<file path="config.mk">
export PLATFORM = sky130hd
export DESIGN_NAME = spiflash_responder
export DESIGN_NICKNAME = d
export VERILOG_FILES = /design/src/rtl/spiflash_responder_pkg.sv /design/src/rtl/spiflash_responder_pin_sync.sv /design/src/rtl/spiflash_responder.sv
export SDC_FILE = /design/constraint.sdc
export NUM_CORES = 1
export LEC_CHECK = 0
export ABC_CLOCK_PERIOD_IN_PS = 2600
export BUFFER_PORTS_ARGS = -buffer_cell sky130_fd_sc_hd__buf_4
export CORE_MARGIN = 2
export CORE_UTILIZATION = 35
export DETAILED_ROUTE_END_ITERATION = 8
export GPL_ROUTABILITY_DRIVEN = 0
export GPL_TIMING_DRIVEN = 1
export PLACE_DENSITY = 0.52
export RECOVER_POWER = 25
export SYNTH_ARGS = -nofsm -noshare
export SYNTH_HDL_FRONTEND = slang
export SYNTH_SLANG_ARGS = --single-unit
export TNS_END_PERCENT = 50
</file>
<file path="constraint.sdc">
create_clock -name clk -period 2.6 [get_ports clk]
set_input_delay 0.13 -clock clk [delete_from_list [all_inputs] [get_ports clk]]
set_output_delay 0.13 -clock clk [all_outputs]
set_load 0.01 [all_outputs]
</file>
<file path="src/rtl/spiflash_responder_pkg.sv">
// Shared constants and state encoding for the SPI-flash responder.
package spiflash_responder_pkg;

   localparam logic [7:0] CMD_READ      = 8'h03;
   localparam logic [7:0] CMD_FAST_READ = 8'h0B;
   localparam int         SPI_ADDR_BITS = 24;

   typedef enum logic [2:0] {
      IDLE   = 3'd0,
      CMD    = 3'd1,
      ADDR   = 3'd2,
      DUMMY  = 3'd3,
      DATA   = 3'd4,
      IGNORE = 3'd5
   } state_t;

endpackage

</file>
<file path="src/rtl/spiflash_responder_pin_sync.sv">
// Brings csb/sck/mosi into clk and turns SCK and CS transitions into one-clk pulses.
module spi_pin_sync (
   input  logic clk,
   input  logic spi_csb,
   input  logic spi_clk,
   input  logic spi_io0_di,
   output logic sck_rise,
   output logic sck_fall,
   output logic cs_start,
   output logic cs_end,
   output logic mosi_s
);

   logic [2:0] csb_sr;
   logic [2:0] sck_sr;
   logic [1:0] mosi_sr;

   // Left unreset so a reset during a live transfer cannot fabricate a CS edge.
   always_ff @(posedge clk) begin
      csb_sr  <= {csb_sr[1:0], spi_csb};
      sck_sr  <= {sck_sr[1:0], spi_clk};
      mosi_sr <= {mosi_sr[0], spi_io0_di};
   end

   assign sck_rise = sck_sr[1] & ~sck_sr[2];
   assign sck_fall = ~sck_sr[1] & sck_sr[2];
   assign cs_start = ~csb_sr[1] & csb_sr[2];
   assign cs_end   = csb_sr[1] & ~csb_sr[2];
   assign mosi_s   = mosi_sr[1];

endmodule

</file>
<file path="src/rtl/spiflash_responder.sv">
// SPI-flash read responder (0x03 / 0x0B) serving bytes from an external byte memory.
//
// state  | meaning
// IDLE   | CS high, or waiting for a fresh CS assertion after reset
// CMD    | shifting in the 8-bit command
// ADDR   | shifting in the 24-bit address; fetch issued on the last bit
// DUMMY  | counting dummy clocks for fast read
// DATA   | streaming bytes out on MISO, auto-incrementing address
// IGNORE | unsupported command; wait for CS release
module spiflash_responder
   import spiflash_responder_pkg::*;
#(
   parameter int ADDR_BITS  = 17,
   parameter int FAST_DUMMY = 8
) (
   input  logic                 clk,
   input  logic                 reset,
   input  logic                 spi_csb,
   input  logic                 spi_clk,
   input  logic                 spi_io0_di,
   output logic                 spi_io1_do,
   output logic                 spi_io1_oe,
   output logic                 mem_rd,
   output logic [ADDR_BITS-1:0] mem_addr,
   input  logic [7:0]           mem_rdata,
   output logic                 busy
);

   localparam int DUMMY_W = (FAST_DUMMY > 1) ? $clog2(FAST_DUMMY) : 1;

   logic sck_rise;
   logic sck_fall;
   logic cs_start;
   logic cs_end;
   logic mosi_s;

   spi_pin_sync u_sync (
      .clk        (clk),
      .spi_csb    (spi_csb),
      .spi_clk    (spi_clk),
      .spi_io0_di (spi_io0_di),
      .sck_rise   (sck_rise),
      .sck_fall   (sck_fall),
      .cs_start   (cs_start),
      .cs_end     (cs_end),
      .mosi_s     (mosi_s)
   );

   state_t               state;
   logic [4:0]           bit_cnt;
   logic [DUMMY_W-1:0]   dummy_cnt;
   logic                 fast_mode;
   logic                 rd_pending;
   logic [ADDR_BITS-2:0] shift_sr;
   logic [7:0]           dout_sr;
   logic [ADDR_BITS-1:0] addr_next;
   logic [7:0]           cmd_next;

   // Only the low ADDR_BITS of the 24-bit address survive the shift.
   assign addr_next = {shift_sr, mosi_s};
   assign cmd_next  = addr_next[7:0];

   always_ff @(posedge clk) begin
      if (reset) begin
         state      <= IDLE;
         bit_cnt    <= '0;
         dummy_cnt  <= '0;
         fast_mode  <= 1'b0;
         rd_pending <= 1'b0;
         shift_sr   <= '0;
         dout_sr    <= '0;
         spi_io1_do <= 1'b0;
         spi_io1_oe <= 1'b0;
         mem_rd     <= 1'b0;
         mem_addr   <= '0;
         busy       <= 1'b0;
      end else begin
         mem_rd     <= 1'b0;
         rd_pending <= mem_rd;
         if (rd_pending && !cs_end && state != IDLE)
            dout_sr <= mem_rdata;

         if (cs_end) begin
            state      <= IDLE;
            spi_io1_oe <= 1'b0;
            busy       <= 1'b0;
         end else if (cs_start) begin
            state      <= CMD;
            bit_cnt    <= '0;
            spi_io1_oe <= 1'b0;
            busy       <= 1'b1;
         end else begin
            case (state)
               IDLE: ;
               CMD: begin
                  if (sck_rise) begin
                     shift_sr <= addr_next[ADDR_BITS-2:0];
                     if (bit_cnt == 5'd7) begin
                        bit_cnt <= '0;
                        if (cmd_next == CMD_READ) begin
                           state     <= ADDR;
                           fast_mode <= 1'b0;
                        end else if (cmd_next == CMD_FAST_READ) begin
                           state     <= ADDR;
                           fast_mode <= 1'b1;
                        end else begin
                           state <= IGNORE;
                        end
                     end else begin
                        bit_cnt <= bit_cnt + 5'd1;
                     end
                  end
               end
               ADDR: begin
                  if (sck_rise) begin
                     shift_sr <= addr_next[ADDR_BITS-2:0];
                     if (bit_cnt == 5'd23) begin
                        bit_cnt  <= '0;
                        mem_addr <= addr_next;
                        mem_rd   <= 1'b1;
                        if (fast_mode && FAST_DUMMY > 0) begin
                           state     <= DUMMY;
                           dummy_cnt <= DUMMY_W'(FAST_DUMMY - 1);
                        end else begin
                           state <= DATA;
                        end
                     end else begin
                        bit_cnt <= bit_cnt + 5'd1;
                     end
                  end
               end
               DUMMY: begin
                  if (sck_rise) begin
                     if (dummy_cnt == '0)
                        state <= DATA;
                     else
                        dummy_cnt <= dummy_cnt - 1'b1;
                  end
               end
               DATA: begin
                  if (sck_fall) begin
                     spi_io1_oe <= 1'b1;
                     spi_io1_do <= dout_sr[7];
                     dout_sr    <= {dout_sr[6:0], 1'b0};
                  end else if (sck_rise) begin
                     if (bit_cnt == 5'd7) begin
                        bit_cnt  <= '0;
                        mem_addr <= mem_addr + 1'b1;
                        mem_rd   <= 1'b1;
                     end else begin
                        bit_cnt <= bit_cnt + 5'd1;
                     end
                  end
               end
               IGNORE: spi_io1_oe <= 1'b0;
               default: state <= IDLE;
            endcase
         end
      end
   end

endmodule

</file>
-- Word-level counts from Yosys, hierarchy flattened
Index checks and enable logic that the tools add are counted.
- bits in registers: 66
- output and inout port bits: 21
- add/subtract/negate cells: 3
- equality and inequality tests: 29
- mux-type cells: 45
- bitwise gates (word level): 11
- reductions and logical operators: 24
- operators with widths (operator ; number):
    $mux W17 ; 5
    $mux W3 ; 14
    $mux W8 ; 5
    $pmux W17 S2 ; 1
    $mux W5 ; 6
    $ne A2 B2 Y1 const B ; 12
    $ne A3 B3 Y1 const B ; 7
    $add A17 B1 Y17 const B ; 1
    $reduce_and A8 Y1 ; 2
    $pmux W5 S3 ; 1
    $reduce_and A7 Y1 ; 2
    $pmux W3 S4 ; 1
    $reduce_and A4 Y1 ; 3
    $mux W1 ; 9
    $eq A8 B2 Y1 const B ; 1
    $eq A8 B4 Y1 const B ; 1
    $reduce_bool A2 Y1 ; 4
    $not A1 Y1 ; 7
    $eq A3 B2 Y1 const B ; 2
    $eq A3 B3 Y1 const B ; 2
    $logic_not A3 Y1 ; 2
    $pmux W3 S2 ; 1
    $reduce_and A6 Y1 ; 1
    $reduce_or A3 Y1 ; 2
    14 further kinds ; 20

-- Longest topological paths before layout
- word-level depth: 10
- gate-level depth with buffers: 9
- depth with buffers taken out: 7

-- Cells and area by module
A second synthesis with hierarchy kept.
- cells, all modules: 384
- area total of the unflattened synthesis: 3230.6 um^2
- by module, submodules not included (module ; instances ; cells each ; area each (um^2) ; sequential area each (um^2)):
    spiflash_responder ; 1 ; 372 ; 3035.4 ; 1161.1
    spi_pin_sync ; 1 ; 12 ; 195.2 ; 160.2

-- Least setup slack after synthesis
OpenSTA, ideal clock, no wires.
- kind: flip-flop to flip-flop
- start point: register u_sync.csb_sr[1]
- end point: register mem_addr[13]
- library setup time: 0.128 ns
- data arrival time: 1.915 ns
- data required time: 2.472 ns
- setup slack: 0.557 ns
- stages on the path, launching flop included: 10
- path buffers: 2
- path through: dfxtp_1 -> inv_1 -> ha_1 -> clkbuf_1 -> nand2b_1 -> a2111oi_4 -> buf_6 -> o21ai_1 -> a2bb2oi_1 -> nor2_1
- longest elaborated chain between the ends: 4
- elaborated cells between the ends (all ways): 6
- those cells by class: bitwise: 5; reduce/logical: 1
- RTL lines (element ; RTL line ; source):
    start, declared ; spiflash_responder_pin_sync.sv:14 ; logic [2:0] csb_sr;
    start signal, assigned ; spiflash_responder_pin_sync.sv:20 ; csb_sr <= {csb_sr[1:0], spi_csb};
    $not A1 Y1 ; spiflash_responder_pin_sync.sv:27 ; assign cs_start = ~csb_sr[1] & csb_sr[2];
    $and A1 B1 Y1 ; spiflash_responder_pin_sync.sv:27 ;
    $not A1 Y1 (no line) ; -- ;
    $reduce_and A8 Y1 (no line) * ; -- ;
    end signal, assigned ; spiflash_responder.sv:119 ; mem_addr <= addr_next;
    end signal, assigned ; spiflash_responder.sv:148 ; mem_addr <= mem_addr + 1'b1;
    end, declared ; spiflash_responder.sv:24 ; output logic [ADDR_BITS-1:0] mem_addr,
Every way passes the cells marked *; elsewhere a longest branch is shown, timed or not.
A chain may end at the register's enable or synchronous reset.

-- Worst setup path in the final report
- start point: register u_sync.csb_sr[1]
- end point: register mem_addr[2]
Same word-level chain as after synthesis.

==> metrics.md <==
| Metric | Value |
|---|---|
| 1st-iter DRT viols | 159 |
| Crit path depth | 8 |
| Fmax achieved | 466 MHz |
| PortBufs | 33 |
| CP max-delay cell | ha_1 |
| # DRC | 0 |
| Status | finished, final reports clean |
| Final cycle utilization of the critical path | 0.826 |
| Vias | 2,967 |
| Slew HR | 0.577 |
| IO Count | 34 |
| Synth top area share | 0.397 |
| CP cell instances | inv_1, ha_1, nand2b_1, a2111oi_4, buf_4, o21ai_0, a22oi_1, nor2_1 |
| Most used DFF post-synth | dfxtp_1 |
| Worst-path clk slew | 0.07 ns |
| Routed len/inst | 14.6 um |
| CTS Buf Count | 9 |
| Worst Max-Slew Pin Slew | 0.635 ns |
| Layout cells sized above 1 | 0.140 |
| Simple-gate share of the synthesized area | 0.221 |
| Worst-path fanout max | 26 |
| WHS Path Cells | 3 |
| Yosys top cell by area | dfxtp_1 |
| Antenna violations before repair | 0 |
| #FFs+latches synth | 66 |
| Largest net degree at the start of global routing | 58 |
| Largest family of logic cells by synthesized area | simple AND/OR/NAND/NOR gates |
| Met3 capacity usage during global routing | 0.0269 |
| YS warnings | 0 |
| Number of enable flip-flop cells after synthesis | 0 |
| Buf+Inv Stages, Crit Path | 2 |
| Vias in the first global route | 2,698 |
| Met1 usage in global routing | 0.243 |
| Root Buffer | clkbuf_8 |
| RSZ-0062 raised after global routing | false |
| Post-synthesis cell type count | 55 |
| Startpoint types | flip-flop |
| Max incr delay on CP | 0.41 ns |
| Post-route ant nets | 0 |
| Worst R2R Path Depth | 8 |
| Gate count after technology mapping | 398 |
| Drt first pass iters | 5 |
| Die Y-Extent | 102 um |
| Postcts setup bufs | 0 |
| NumNets Final | 451 |
| Vias/cell | 5.26 |
| Post-Route WL | 8220 um |
| Ant diodes | 0 |
| Core Region | 0.00924 mm^2 |
| Most Crowded Layer GR | met2 |
| Setup TNS | 0 ns |
| Final Slew Violations | 0 |
| Initial cell density of the core | 0.360 |
| Worst Clk Skew | 0.0134 ns |
| Most frequent cells in the layout | dfxtp_1, nor2_1, nand2_1 |
| Most common cell after layout, fill and taps aside | dfxtp_1 |
| Min Tclk post-route | 2.15 ns |
| Syn_nets | 417 |
| Die ar. | 0.0103 mm^2 |
| Xor/xnor cell area share of the yosys netlist | 0.0105 |
| Worst path required time | 2.80 ns |
| Final setup fails | 0 |
| GR Layer Usage met2 | 0.244 |
| Layout area overhead | 18.3% |
| Hold WS | 0.148 ns |
| GRT Overall Usage | 0.165 |
| Crit path kind | reg2reg |
| Post-Syn Area | 0.00333 mm^2 |
| Max capacitance violation total | 0 |
| Largest cells by area after synthesis | dfxtp_1, mux2i_1, nor2_1 |
| Fin. Hold Viols | 0 |
| Critical Path AT | 2.35 ns |
| Compound-Gate Fraction of Synth Area | 0.217 |
| VDD IR-drop max | 250 uV |
| Worst setup margin | 0.453 ns |
| Die W | 102 um |
| Total gr overflow | 0 |
| Hold Crit Class | in2reg |
| Clock Path Buffers | 2 |
| Asr flop ratio synth | 0 |
| TritonCTS clock tree | yes |
| DP HPWL | 5530 um |
| # clock sinks | 66 |
| Post-synthesis mux area share | 0.0782 |
| Avg Inst Size Synth | 8.37 um^2 |
| Depth of the CTS H-tree | 3 |
| # rows | 35 |
| Post-Synth Adder-Cell Area | 0.0225 |
| First-pass GRT wire length | 13,600 um |
| CP Capture Type | flip-flop |
| Worst skew pair latency | 0.33 ns |
| Design Power | 2100 uW |
| Power Density | 533 mW/mm^2 |
| Leakage | 0.00148 uW |
| Pre-CTS setup slack | 0.442 ns |
| Sequential-to-total area share from yosys stat | 0.397 |
| Family with the most delay on the worst path | compound AO/OA/AOI/OAI gates |
-- state kept, by name, summed over array words and instances, names as in the netlist, 2 cells and up --
register,cells
u_sync.sck_sr,3
dummy_cnt,3
u_sync.csb_sr,3
u_sync.mosi_sr,2
shift_sr,16
dout_sr,8
mem_addr,17
bit_cnt,5
state,3
-- cell type report --
cell class / count / area [um^2]
Tap cell: 129 / 161
Inverter: 13 / 48.8
Clock buffer: 12 / 165
Timing Repair Buffer: 52 / 353
Multi-Input combinational cell: 290 / 1830
Fill cell: 953 / 5300
Clock inverter: 2 / 60.1
Sequential cell: 66 / 1320
-- cells in the mapped netlist (3+ instances only) --
cell type and n:
nor3_1 8, o21ai_0 19, a31oi_1 5, dfxtp_1 66, a22o_1 3, mux2i_1 26
nand3b_1 6, a21oi_1 21, inv_1 13, buf_1 4, nor2b_1 3, a22oi_1 8
or4_1 3, xnor2_1 3, nor4_1 6, o32ai_1 3, nand4_1 7, a211oi_1 13
buf_2 5, nand2_1 37, ha_1 6, o31ai_1 4, nand2b_1 4, nor2_1 50
or3_1 5, clkbuf_1 18, a21o_1 3, nand3_1 13
-- metrics by stage --
stage | instance area (um^2) | util | std cells
3_5_place_dp | 3730 | 0.404 | 547
4_1_cts | 3980 | 0.431 | 564
2_1_floorplan | 3330 | - | 398
5_1_grt | 3940 | 0.426 | 564
3_3_place_gp | 3730 | 0.404 | 547
6_report | 3940 | 0.426 | 564
-- tightest hold or removal path, stage by stage --
cell and delay (ns):
buf_4 0.11, mux2i_1 0.13, a211oi_1 0.06
-- final timing paths --
check	start	endpoint	slack, ns
max	u_sync.csb_sr[1]	mem_addr[2]	0.45
min	mem_rdata[0]	dout_sr[0]	0.15
max reg2reg	u_sync.csb_sr[1]	mem_addr[2]	0.45
min reg2reg	u_sync.sck_sr[0]	u_sync.sck_sr[1]	0.33
-- routing by layer --
metal | wire length, um | part of all wire | vias up
li1 | - | - | 1510
met1 | 4240 | 0.52 | 1406
met2 | 3680 | 0.45 | 49
met3 | 259 | 0.032 | 2
met4 | 42 | 0.0051 | 0
met5 | 0 | 0 | -
-- timing repair --
action	in CTS	in global routing
hold buffers	3	0
resized for setup	0	0
endpoints found under the hold margin	3	0
-- power by group --
part / switching (uW) / internal [uW]
clock network: 382 / 609
registers: 7.87 / 1020
logic: 49.4 / 33.1
-- cell families after synthesis --
group,after synthesis
simple gates,151
fa+ha+maj,6
compound gates,103
xor+xnor,4
mux,26
buf+inv,42
flops,66
No activity file was read; power rests on OpenSTA's default activity.
